File: src/rtl/obj_affine_pipe_pkg.sv
`default_nettype none
// +--------------------------------------------------------------------------+
// | Module   : obj_affine_pkg                                                |
// | Purpose  : Shared widths, affine parameter / stage payload types and a   |
// |            size helper for the OBJ affine texel-coordinate pipeline.     |
// | Ports    : none (package)                                                |
// | Revision : 1.0 - initial release                                         |
// +--------------------------------------------------------------------------+
package obj_affine_pkg;

  localparam int c_COORD_W = 9;
  localparam int c_TEX_W   = 7;
  localparam int c_FRAC_W  = 8;
  localparam int c_PARAM_W = 16;
  localparam int c_TAG_W   = 8;

  // Screen-minus-centre deltas need two extra bits: the centre can sit up to
  // 2^TEX_W right of a bounding-box edge that is already at the coordinate limit.
  localparam int c_DELTA_W = c_COORD_W + 2;
  // Two full-precision products summed: one more bit than a single product.
  localparam int c_ACC_W   = c_PARAM_W + c_COORD_W + 3;

  typedef logic signed [c_ACC_W-1:0] acc_t;

  typedef struct packed {
    logic signed [c_PARAM_W-1:0] pa;
    logic signed [c_PARAM_W-1:0] pb;
    logic signed [c_PARAM_W-1:0] pc;
    logic signed [c_PARAM_W-1:0] pd;
  } affine_params_t;

  // Per-request configuration still needed after the centre/delta stage.
  typedef struct packed {
    logic [c_TEX_W:0]   hsize;
    logic [c_TEX_W:0]   vsize;
    logic               wrap_en;
    logic [c_TAG_W-1:0] tag;
  } pix_meta_t;

  // Payload held in the centre/delta stage register.
  typedef struct packed {
    affine_params_t              prm;
    logic signed [c_DELTA_W-1:0] dx;
    logic signed [c_DELTA_W-1:0] dy;
    pix_meta_t                   meta;
  } s1_payload_t;

  function automatic logic [c_TEX_W:0] half_size(input logic [c_TEX_W:0] size);
    return size >> 1;
  endfunction

endpackage
`default_nettype wire

File: src/rtl/obj_affine_pipe_if.sv
`default_nettype none
// +--------------------------------------------------------------------------+
// | Module   : obj_affine_pipe_if                                            |
// | Purpose  : Request/response bundle of the affine texel pipeline.         |
// | Ports    : master drives in_valid, col/row, objx/objy, pa..pd, sizes,    |
// |            dblsize, wrap_en, tag_in, out_ready; slave drives in_ready,   |
// |            out_valid, tex_x, tex_y, transparent, tag_out.                |
// | Revision : 1.0 - initial release                                         |
// +--------------------------------------------------------------------------+
interface obj_affine_pipe_if #(
  parameter int COORD_W = 9,
  parameter int TEX_W   = 7,
  parameter int PARAM_W = 16,
  parameter int TAG_W   = 8
);
  logic                      in_valid;
  logic                      in_ready;
  logic signed [COORD_W-1:0] col;
  logic signed [COORD_W-1:0] row;
  logic signed [COORD_W-1:0] objx;
  logic signed [COORD_W-1:0] objy;
  logic signed [PARAM_W-1:0] pa;
  logic signed [PARAM_W-1:0] pb;
  logic signed [PARAM_W-1:0] pc;
  logic signed [PARAM_W-1:0] pd;
  logic [TEX_W:0]            hsize;
  logic [TEX_W:0]            vsize;
  logic                      dblsize;
  logic                      wrap_en;
  logic [TAG_W-1:0]          tag_in;
  logic                      out_valid;
  logic                      out_ready;
  logic [TEX_W-1:0]          tex_x;
  logic [TEX_W-1:0]          tex_y;
  logic                      transparent;
  logic [TAG_W-1:0]          tag_out;

  modport master (
    output in_valid, col, row, objx, objy, pa, pb, pc, pd,
           hsize, vsize, dblsize, wrap_en, tag_in, out_ready,
    input  in_ready, out_valid, tex_x, tex_y, transparent, tag_out
  );

  modport slave (
    input  in_valid, col, row, objx, objy, pa, pb, pc, pd,
           hsize, vsize, dblsize, wrap_en, tag_in, out_ready,
    output in_ready, out_valid, tex_x, tex_y, transparent, tag_out
  );
endinterface
`default_nettype wire

File: src/rtl/obj_affine_pipe_mac.sv
`default_nettype none
// +--------------------------------------------------------------------------+
// | Module   : obj_affine_mac                                                |
// | Purpose  : Signed two-product multiply-add, res = (a*x + b*y) >>> FRAC_W.|
// |            Products are registered; the add/shift is combinational on    |
// |            the registered products.                                      |
// | Ports    : clk, rst, en_i (product load), a_i/b_i coefficients,          |
// |            x_i/y_i deltas, res_o floored fixed-point result.             |
// | Revision : 1.0 - initial release                                         |
// +--------------------------------------------------------------------------+
module obj_affine_mac #(
  parameter int PARAM_W = 16,
  parameter int DELTA_W = 11,
  parameter int FRAC_W  = 8
) (
  input  logic                             clk,
  input  logic                             rst,
  input  logic                             en_i,
  input  logic signed [PARAM_W-1:0]        a_i,
  input  logic signed [PARAM_W-1:0]        b_i,
  input  logic signed [DELTA_W-1:0]        x_i,
  input  logic signed [DELTA_W-1:0]        y_i,
  output logic signed [PARAM_W+DELTA_W:0]  res_o
);
  localparam int c_PROD_W = PARAM_W + DELTA_W;
  localparam int c_SUM_W  = PARAM_W + DELTA_W + 1;

  logic signed [c_PROD_W-1:0] prod_a_d, prod_b_d;
  logic signed [c_PROD_W-1:0] prod_a_q, prod_b_q;
  logic signed [c_SUM_W-1:0]  w_sum;

  // Operands are sign-extended to the full product width first so the
  // multiply is exact for every combination, including -2^(PARAM_W-1).
  assign prod_a_d = c_PROD_W'(a_i) * c_PROD_W'(x_i);
  assign prod_b_d = c_PROD_W'(b_i) * c_PROD_W'(y_i);

  always_ff @(posedge clk) begin
    if (rst) begin
      prod_a_q <= '0;
      prod_b_q <= '0;
    end else if (en_i) begin
      prod_a_q <= prod_a_d;
      prod_b_q <= prod_b_d;
    end
  end

  assign w_sum = c_SUM_W'(prod_a_q) + c_SUM_W'(prod_b_q);
  // Arithmetic shift floors toward minus infinity, not toward zero.
  assign res_o = w_sum >>> FRAC_W;

endmodule
`default_nettype wire

File: src/rtl/obj_affine_pipe.sv
`default_nettype none
// +--------------------------------------------------------------------------+
// | Module   : obj_affine_pipe                                               |
// | Purpose  : 3-stage valid/ready affine texel-coordinate generator. Maps a |
// |            screen pixel inside an affine sprite's bounding box to a      |
// |            texel, flagging or wrapping out-of-sprite results.            |
// |            S1 centre/delta, S2 products, S3 accumulate/resolve.          |
// | Ports    : clk, rst (sync, active high); bus (slave modport) carrying    |
// |            the request fields/handshake and result fields/handshake.    |
// |            Stage payload types come from obj_affine_pkg, so parameter    |
// |            overrides must match the package widths.                      |
// | Revision : 1.0 - initial release                                         |
// +--------------------------------------------------------------------------+
module obj_affine_pipe
  import obj_affine_pkg::*;
#(
  parameter int COORD_W = c_COORD_W,
  parameter int TEX_W   = c_TEX_W,
  parameter int FRAC_W  = c_FRAC_W,
  parameter int PARAM_W = c_PARAM_W,
  parameter int TAG_W   = c_TAG_W
) (
  input  logic             clk,
  input  logic             rst,
  obj_affine_pipe_if.slave bus
);
  localparam int DELTA_W = COORD_W + 2;

  // Stall chain: a stage loads when it is empty or its content moves on.
  logic w_load_s1, w_load_s2, w_load_s3;
  logic s1_valid_q, s2_valid_q, out_valid_q;

  assign w_load_s3 = !out_valid_q || bus.out_ready;
  assign w_load_s2 = !s2_valid_q  || w_load_s3;
  assign w_load_s1 = !s1_valid_q  || w_load_s2;
  assign bus.in_ready = w_load_s1;

  // ---------------- S1: centre and delta ----------------
  logic [TEX_W:0]            w_off_x, w_off_y;
  logic signed [DELTA_W-1:0] w_cx, w_cy;
  s1_payload_t               s1_d, s1_q;

  assign w_off_x = bus.dblsize ? bus.hsize : half_size(bus.hsize);
  assign w_off_y = bus.dblsize ? bus.vsize : half_size(bus.vsize);
  assign w_cx    = DELTA_W'(bus.objx) + $signed(DELTA_W'(w_off_x));
  assign w_cy    = DELTA_W'(bus.objy) + $signed(DELTA_W'(w_off_y));

  always_comb begin
    s1_d              = '0;
    s1_d.prm.pa       = bus.pa;
    s1_d.prm.pb       = bus.pb;
    s1_d.prm.pc       = bus.pc;
    s1_d.prm.pd       = bus.pd;
    s1_d.dx           = DELTA_W'(bus.col) - w_cx;
    s1_d.dy           = DELTA_W'(bus.row) - w_cy;
    s1_d.meta.hsize   = bus.hsize;
    s1_d.meta.vsize   = bus.vsize;
    s1_d.meta.wrap_en = bus.wrap_en;
    s1_d.meta.tag     = bus.tag_in;
  end

  // ---------------- S2: products (registered inside the MACs) ----------------
  logic      w_adv_s2;
  pix_meta_t meta2_q;
  acc_t      w_sx, w_sy;

  assign w_adv_s2 = w_load_s2 && s1_valid_q;

  obj_affine_mac #(.PARAM_W(PARAM_W), .DELTA_W(DELTA_W), .FRAC_W(FRAC_W)) u_mac_x (
    .clk   (clk),
    .rst   (rst),
    .en_i  (w_adv_s2),
    .a_i   (s1_q.prm.pa),
    .b_i   (s1_q.prm.pb),
    .x_i   (s1_q.dx),
    .y_i   (s1_q.dy),
    .res_o (w_sx)
  );

  obj_affine_mac #(.PARAM_W(PARAM_W), .DELTA_W(DELTA_W), .FRAC_W(FRAC_W)) u_mac_y (
    .clk   (clk),
    .rst   (rst),
    .en_i  (w_adv_s2),
    .a_i   (s1_q.prm.pc),
    .b_i   (s1_q.prm.pd),
    .x_i   (s1_q.dx),
    .y_i   (s1_q.dy),
    .res_o (w_sy)
  );

  // ---------------- S3: re-centre and resolve ----------------
  acc_t             w_tx, w_ty, w_hs, w_vs;
  logic             w_oob;
  logic [TEX_W-1:0] w_mask_x, w_mask_y;
  logic [TEX_W-1:0] tex_x_d, tex_y_d, tex_x_q, tex_y_q;
  logic             transp_d, transp_q;
  logic [TAG_W-1:0] tag_q;

  assign w_hs  = acc_t'(meta2_q.hsize);
  assign w_vs  = acc_t'(meta2_q.vsize);
  assign w_tx  = w_sx + acc_t'(half_size(meta2_q.hsize));
  assign w_ty  = w_sy + acc_t'(half_size(meta2_q.vsize));
  assign w_oob = (w_tx < 0) || (w_tx >= w_hs) || (w_ty < 0) || (w_ty >= w_vs);

  // Sizes are powers of two, so size-1 is the modulo mask for wrapping.
  assign w_mask_x = TEX_W'(meta2_q.hsize - (TEX_W+1)'(1));
  assign w_mask_y = TEX_W'(meta2_q.vsize - (TEX_W+1)'(1));

  always_comb begin
    tex_x_d  = w_tx[TEX_W-1:0];
    tex_y_d  = w_ty[TEX_W-1:0];
    transp_d = w_oob;
    if (meta2_q.wrap_en) begin
      tex_x_d  = w_tx[TEX_W-1:0] & w_mask_x;
      tex_y_d  = w_ty[TEX_W-1:0] & w_mask_y;
      transp_d = 1'b0;
    end
  end

  // ---------------- stage registers ----------------
  always_ff @(posedge clk) begin
    if (rst) begin
      s1_valid_q  <= 1'b0;
      s2_valid_q  <= 1'b0;
      out_valid_q <= 1'b0;
      s1_q        <= '0;
      meta2_q     <= '0;
      tex_x_q     <= '0;
      tex_y_q     <= '0;
      transp_q    <= 1'b0;
      tag_q       <= '0;
    end else begin
      if (w_load_s1) begin
        s1_valid_q <= bus.in_valid;
        if (bus.in_valid) s1_q <= s1_d;
      end
      if (w_load_s2) begin
        s2_valid_q <= s1_valid_q;
        if (s1_valid_q) meta2_q <= s1_q.meta;
      end
      // Outputs only change when S3 loads, which holds them while stalled.
      if (w_load_s3) begin
        out_valid_q <= s2_valid_q;
        if (s2_valid_q) begin
          tex_x_q  <= tex_x_d;
          tex_y_q  <= tex_y_d;
          transp_q <= transp_d;
          tag_q    <= TAG_W'(meta2_q.tag);
        end
      end
    end
  end

  assign bus.out_valid   = out_valid_q;
  assign bus.tex_x       = tex_x_q;
  assign bus.tex_y       = tex_y_q;
  assign bus.transparent = transp_q;
  assign bus.tag_out     = tag_q;

endmodule
`default_nettype wire

File: src/flat_wrapper.sv
// flat-port wrapper written by rule: the top's interface ports become plain ports
module obj_affine_pipe_flat import obj_affine_pkg::*;
#(
  parameter int COORD_W = c_COORD_W,
  parameter int TEX_W   = c_TEX_W,
  parameter int FRAC_W  = c_FRAC_W,
  parameter int PARAM_W = c_PARAM_W,
  parameter int TAG_W   = c_TAG_W
)
  (clk, rst, bus_in_valid, bus_col, bus_row, bus_objx, bus_objy, bus_pa, bus_pb, bus_pc, bus_pd, bus_hsize, bus_vsize, bus_dblsize, bus_wrap_en, bus_tag_in, bus_out_ready, bus_in_ready, bus_out_valid, bus_tex_x, bus_tex_y, bus_transparent, bus_tag_out);
  obj_affine_pipe_if #(.COORD_W(COORD_W), .TEX_W(TEX_W), .PARAM_W(PARAM_W), .TAG_W(TAG_W)) bus_i ();
  input  logic clk;
  input  logic rst;
  input wire logic [$bits(bus_i.in_valid)-1:0] bus_in_valid;
  input wire logic [$bits(bus_i.col)-1:0] bus_col;
  input wire logic [$bits(bus_i.row)-1:0] bus_row;
  input wire logic [$bits(bus_i.objx)-1:0] bus_objx;
  input wire logic [$bits(bus_i.objy)-1:0] bus_objy;
  input wire logic [$bits(bus_i.pa)-1:0] bus_pa;
  input wire logic [$bits(bus_i.pb)-1:0] bus_pb;
  input wire logic [$bits(bus_i.pc)-1:0] bus_pc;
  input wire logic [$bits(bus_i.pd)-1:0] bus_pd;
  input wire logic [$bits(bus_i.hsize)-1:0] bus_hsize;
  input wire logic [$bits(bus_i.vsize)-1:0] bus_vsize;
  input wire logic [$bits(bus_i.dblsize)-1:0] bus_dblsize;
  input wire logic [$bits(bus_i.wrap_en)-1:0] bus_wrap_en;
  input wire logic [$bits(bus_i.tag_in)-1:0] bus_tag_in;
  input wire logic [$bits(bus_i.out_ready)-1:0] bus_out_ready;
  output wire logic [$bits(bus_i.in_ready)-1:0] bus_in_ready;
  output wire logic [$bits(bus_i.out_valid)-1:0] bus_out_valid;
  output wire logic [$bits(bus_i.tex_x)-1:0] bus_tex_x;
  output wire logic [$bits(bus_i.tex_y)-1:0] bus_tex_y;
  output wire logic [$bits(bus_i.transparent)-1:0] bus_transparent;
  output wire logic [$bits(bus_i.tag_out)-1:0] bus_tag_out;
  assign bus_i.in_valid = bus_in_valid;
  assign bus_i.col = bus_col;
  assign bus_i.row = bus_row;
  assign bus_i.objx = bus_objx;
  assign bus_i.objy = bus_objy;
  assign bus_i.pa = bus_pa;
  assign bus_i.pb = bus_pb;
  assign bus_i.pc = bus_pc;
  assign bus_i.pd = bus_pd;
  assign bus_i.hsize = bus_hsize;
  assign bus_i.vsize = bus_vsize;
  assign bus_i.dblsize = bus_dblsize;
  assign bus_i.wrap_en = bus_wrap_en;
  assign bus_i.tag_in = bus_tag_in;
  assign bus_i.out_ready = bus_out_ready;
  assign bus_in_ready = bus_i.in_ready;
  assign bus_out_valid = bus_i.out_valid;
  assign bus_tex_x = bus_i.tex_x;
  assign bus_tex_y = bus_i.tex_y;
  assign bus_transparent = bus_i.transparent;
  assign bus_tag_out = bus_i.tag_out;
  obj_affine_pipe #(.COORD_W(COORD_W), .TEX_W(TEX_W), .FRAC_W(FRAC_W), .PARAM_W(PARAM_W), .TAG_W(TAG_W)) u_core (.clk(clk), .rst(rst), .bus(bus_i));
endmodule
File: config.mk
export PLATFORM = sky130hd
export DESIGN_NAME = obj_affine_pipe_flat
export DESIGN_NICKNAME = d
export VERILOG_FILES = /design/src/rtl/obj_affine_pipe_pkg.sv /design/src/rtl/obj_affine_pipe_if.sv /design/src/rtl/obj_affine_pipe_mac.sv /design/src/rtl/obj_affine_pipe.sv /design/src/flat_wrapper.sv
export SDC_FILE = /design/constraint.sdc
export NUM_CORES = 2
export LEC_CHECK = 0
export ABC_CLOCK_PERIOD_IN_PS = 8100
export CAP_MARGIN = 20
export CELL_PAD_IN_SITES_DETAIL_PLACEMENT = 0
export CELL_PAD_IN_SITES_GLOBAL_PLACEMENT = 1
export CORE_ASPECT_RATIO = 0.7
export CORE_MARGIN = 5
export CORE_UTILIZATION = 49
export DETAILED_ROUTE_END_ITERATION = 10
export MAX_ROUTING_LAYER = met4
export PLACE_DENSITY_LB_ADDON = 0.05
export SLEW_MARGIN = 20
export SYNTH_ARGS = -nofsm -noshare
export SYNTH_HDL_FRONTEND = slang
export SYNTH_HIERARCHICAL = 1
export SYNTH_SLANG_ARGS = --single-unit
File: constraint.sdc
create_clock -name clk -period 8.1 [get_ports clk]
set_clock_uncertainty 0.15 [all_clocks]
set_input_delay 0.81 -clock clk [delete_from_list [all_inputs] [get_ports clk]]
set_output_delay 0.81 -clock clk [all_outputs]
set_load 0.02 [all_outputs]
==> results by group <==
Yosys
  – Avg Cell Area, Syn: 8.46 µm²
  – Number of synthesized register bits: 270
  – Ranking of synthesized cells by area: fa_1 (33%), dfxtp_1 (13%), ha_1 (10%)
  – Top cell type's share of synthesized area: 33.0%
  – Adder-cell area share of the yosys netlist: 43.5%
  – EDFF count, synth: 0
  – Synth area leader: fa_1
  – Seq/Total Area, Yosys: 13.4%
  – Post-Synth Simple-Gate Area: 17.3%
  – Post-Synth XOR/XNOR Area: 3.58%
  – Cells after Synth: 4,773
  – Post-synthesis compound-gate area fraction: 10.2%
  – Count leader, synth: inv_1
  – Ys flop type: dfxtp_1
  – Mapped Area: 40,400 µm²
  – Most instantiated cells after synthesis: inv_1 (880), nand2_1 (744), fa_1 (666)
  – Mux contribution to synthesized area: 1.80%
  – Asr flop ratio synth: 0%
  – Largest family of logic cells by synthesized area: adder cells
  – Yosys warns: 6
  – Post-synth cell types: 85
  – Synthesized Nets: 5,907

Drt
  – DR vias/cell: 5.20
  – Initial drt markers: 1,672
  – Detailed-route via count: 30,691
  – Routed len/inst: 17.7 µm
  – DRC: 0
  – Drt total wl: 104,000 µm
  – Drt first pass iters: 7
  – ANT nets after route: 0

Final layout
  – Area of the multi-input gates: 30,900 µm²
  – Nets: 5,924
  – FF/Latch Area: 5410 µm²
  – Fillers: 7,919
  – Share of layout cells above drive strength 1: 2.76%
  – Share of the core filled with cells: 53.4%
  – Area grow syn2layout: 8.45%

Power and ir drop
  – Pwr per Cell Area: 148 nW/µm²
  – VDD IR max: 0.146 mV
  – P_leak: 20.7 nW

Clocking
  – Hold-fix buffers, CTS: 0
  – Root Driver: clkbuf_16
  – Clock Pin Slew Worst Setup and Hold Paths: 0.06 ns
  – CTS Sinks: 270
  – Later-pin clock latency in the skew report: 0.63 ns
  – # resized after CTS: 0
  – Total CTS buffers: 31
  – CTS tree: built
  – Clk buf depth: 3
  – Post-CTS setup buffers: 0
  – H-tree depth: 1

Worst setup path
  – Crit start category: register
  – Req. time, crit path: 8.47 ns
  – WS Path Type: register to register
  – Critical path fanouts, max: 11
  – CP endpoint kind: register
  – Crit path DAT: 6.82 ns

Die
  – Cell Rows: 88
  – IO Pins: 155
  – Die X-Extent: 353 µm
  – Die H: 250 µm
  – Initial Utilization: 49.2%
  – Die area: 88,400 µm²
  – Core Region: 82,000 µm²

Worst hold path
  – Worst min path class: register to register

Global route
  – Gr usage total: 24.6%
  – Met1 Use GR: 36.6%
  – Vias in the first global route: 31,240
  – GR peak layer: met2
  – Met2 usage: 37.2%
  – First-pass GRT wire length: 171,000 µm
  – Largest net degree at the start of global routing: 132
  – Overflow after GRT: 0
  – Grt met3 use: 2.77%
  – Initial antenna violation count: 5

Placed design
  – Post-DP HPWL: 83,400 µm
  – Routability congestion estimate: 0.858
  – Port buffer count: 154

STA
  – Pins Over Slew Limit: 0
  – Final setup vio count: 0
  – Tcrit/Tclk final: 79.7%
  – Final hold violation count: 0
  – F_max: 0.155 GHz
  – Min Tclk post-route: 6.46 ns
  – RSZ-0062 raised after global routing: false
  – Worst-margin pin slew: 1.14 ns
  – Rel. slew slack: 23.5%
  – Final TNS setup: 0 ns

Run status
  – Outcome: finished clean

Job
  – # Max-Cap Violations: 0
power breakdown:
| group | switching [W] | internal (W) | leakage (nW) | total (W) |
|---|---|---|---|---|
| Clock | 0.000641 | 0.000801 | 0.499 | 0.00144 |
| Sequential | 0.000231 | 0.00144 | 2.21 | 0.00167 |
| Combinational | 0.00198 | 0.00139 | 18.0 | 0.00337 |
critical path: stages, from the launching register on:
cell and delay (ns):
dfxtp_1 0.32, ha_1 0.31, nand4_1 0.10, a21oi_1 0.22, o2111ai_1 0.17, a31oi_1 0.55
o21ai_0 0.15, nand2b_1 0.14, a21oi_1 0.09, xnor2_1 0.28, ha_1 0.33, a21oi_1 0.23
nand2_1 0.31, nand2_1 0.26, xnor2_1 0.22, ha_1 0.31, nor2b_1 0.13, a2111oi_0 0.47
nand4_1 0.16, a211oi_1 0.38, nand4_1 0.18, nor4_1 0.48, a21oi_1 0.13, a311o_1 0.28
state kept, by name (all words and copies together) (netlist names):
register and count:
u_core/s2_valid_q 1, u_core/s1_q 111, u_core/bus.tex_y 7, u_core/u_mac_y/prod_b_q 27, u_core/meta2_q 25, u_core/u_mac_x/prod_a_q 27
u_core/bus.transparent 1, u_core/s1_valid_q 1, u_core/u_mac_x/prod_b_q 27, u_core/u_mac_y/prod_a_q 27, u_core/bus.tex_x 7, u_core/bus.tag_out 8
u_core/bus.out_valid 1
cell families after synthesis:
| group | Yosys count |
|---|---|
| AND/OR/NAND/NOR | 1514 |
| buffers and inverters | 1088 |
| adder cells (fa/ha/maj) | 1004 |
| AO/OA/AOI/OAI | 660 |
| flip-flops | 270 |
| XOR/XNOR | 165 |
| multiplexers | 72 |
path summary, 6_finish.rpt:
kind,from,endpoint,slack (ns),cells after the start
worst max-delay path,u_core/u_mac_x/prod_b_q[6],u_core/bus.transparent,1.64,23
worst min-delay path,u_core/s1_q[12],u_core/meta2_q[12],0.30,2
worst max register to register,u_core/u_mac_x/prod_b_q[6],u_core/bus.transparent,1.64,23
worst min register to register,u_core/s1_q[12],u_core/meta2_q[12],0.30,2
per-stage QoR:
step / setup slack [ns] / power (W) / hold WS [ns] / instance area [µm²] / instances
floorplan: 2.25 / 0.00417 / 0.279 / 40400 / 4773
global placement: 1.65 / 0.00506 / 0.291 / 42800 / 5837
detailed placement: 1.56 / 0.00508 / 0.295 / 42800 / 5837
CTS: 1.55 / 0.00657 / 0.293 / 43800 / 5893
global route: 1.22 / 0.00710 / 0.315 / 43800 / 5895
finish: 1.64 / 0.00649 / 0.296 / 43800 / 5897
area by class of cell:
cell class | count | area share, %
multi-input combinational | 3415 | 70.5
sequential | 270 | 12.3
inverter | 884 | 7.59
timing repair buffer | 188 | 4.17
tap | 1080 | 3.08
clock buffer | 43 | 2.03
clock inverter | 13 | 0.271
antenna | 4 | 0.0228
per-layer routing:
metal	wire (µm)	up-vias	part of all wire [%]
li1	-	14921	-
met1	52100	15208	50
met2	46200	490	44
met3	4280	72	4.1
met4	1530	0	1.5
met5	0	-	0
layout by cell type (no fill, tap or decap), types with 90 or more instances in the layout:
cell type,count
xnor2_1,123
nor2_1,238
fa_1,666
clkdlybuf4s50_1,153
and2_1,273
a21oi_1,284
nand2_1,743
ha_1,338
dfxtp_1,267
inv_1,880
o21ai_0,90
(Power assumes the default switching activity.)
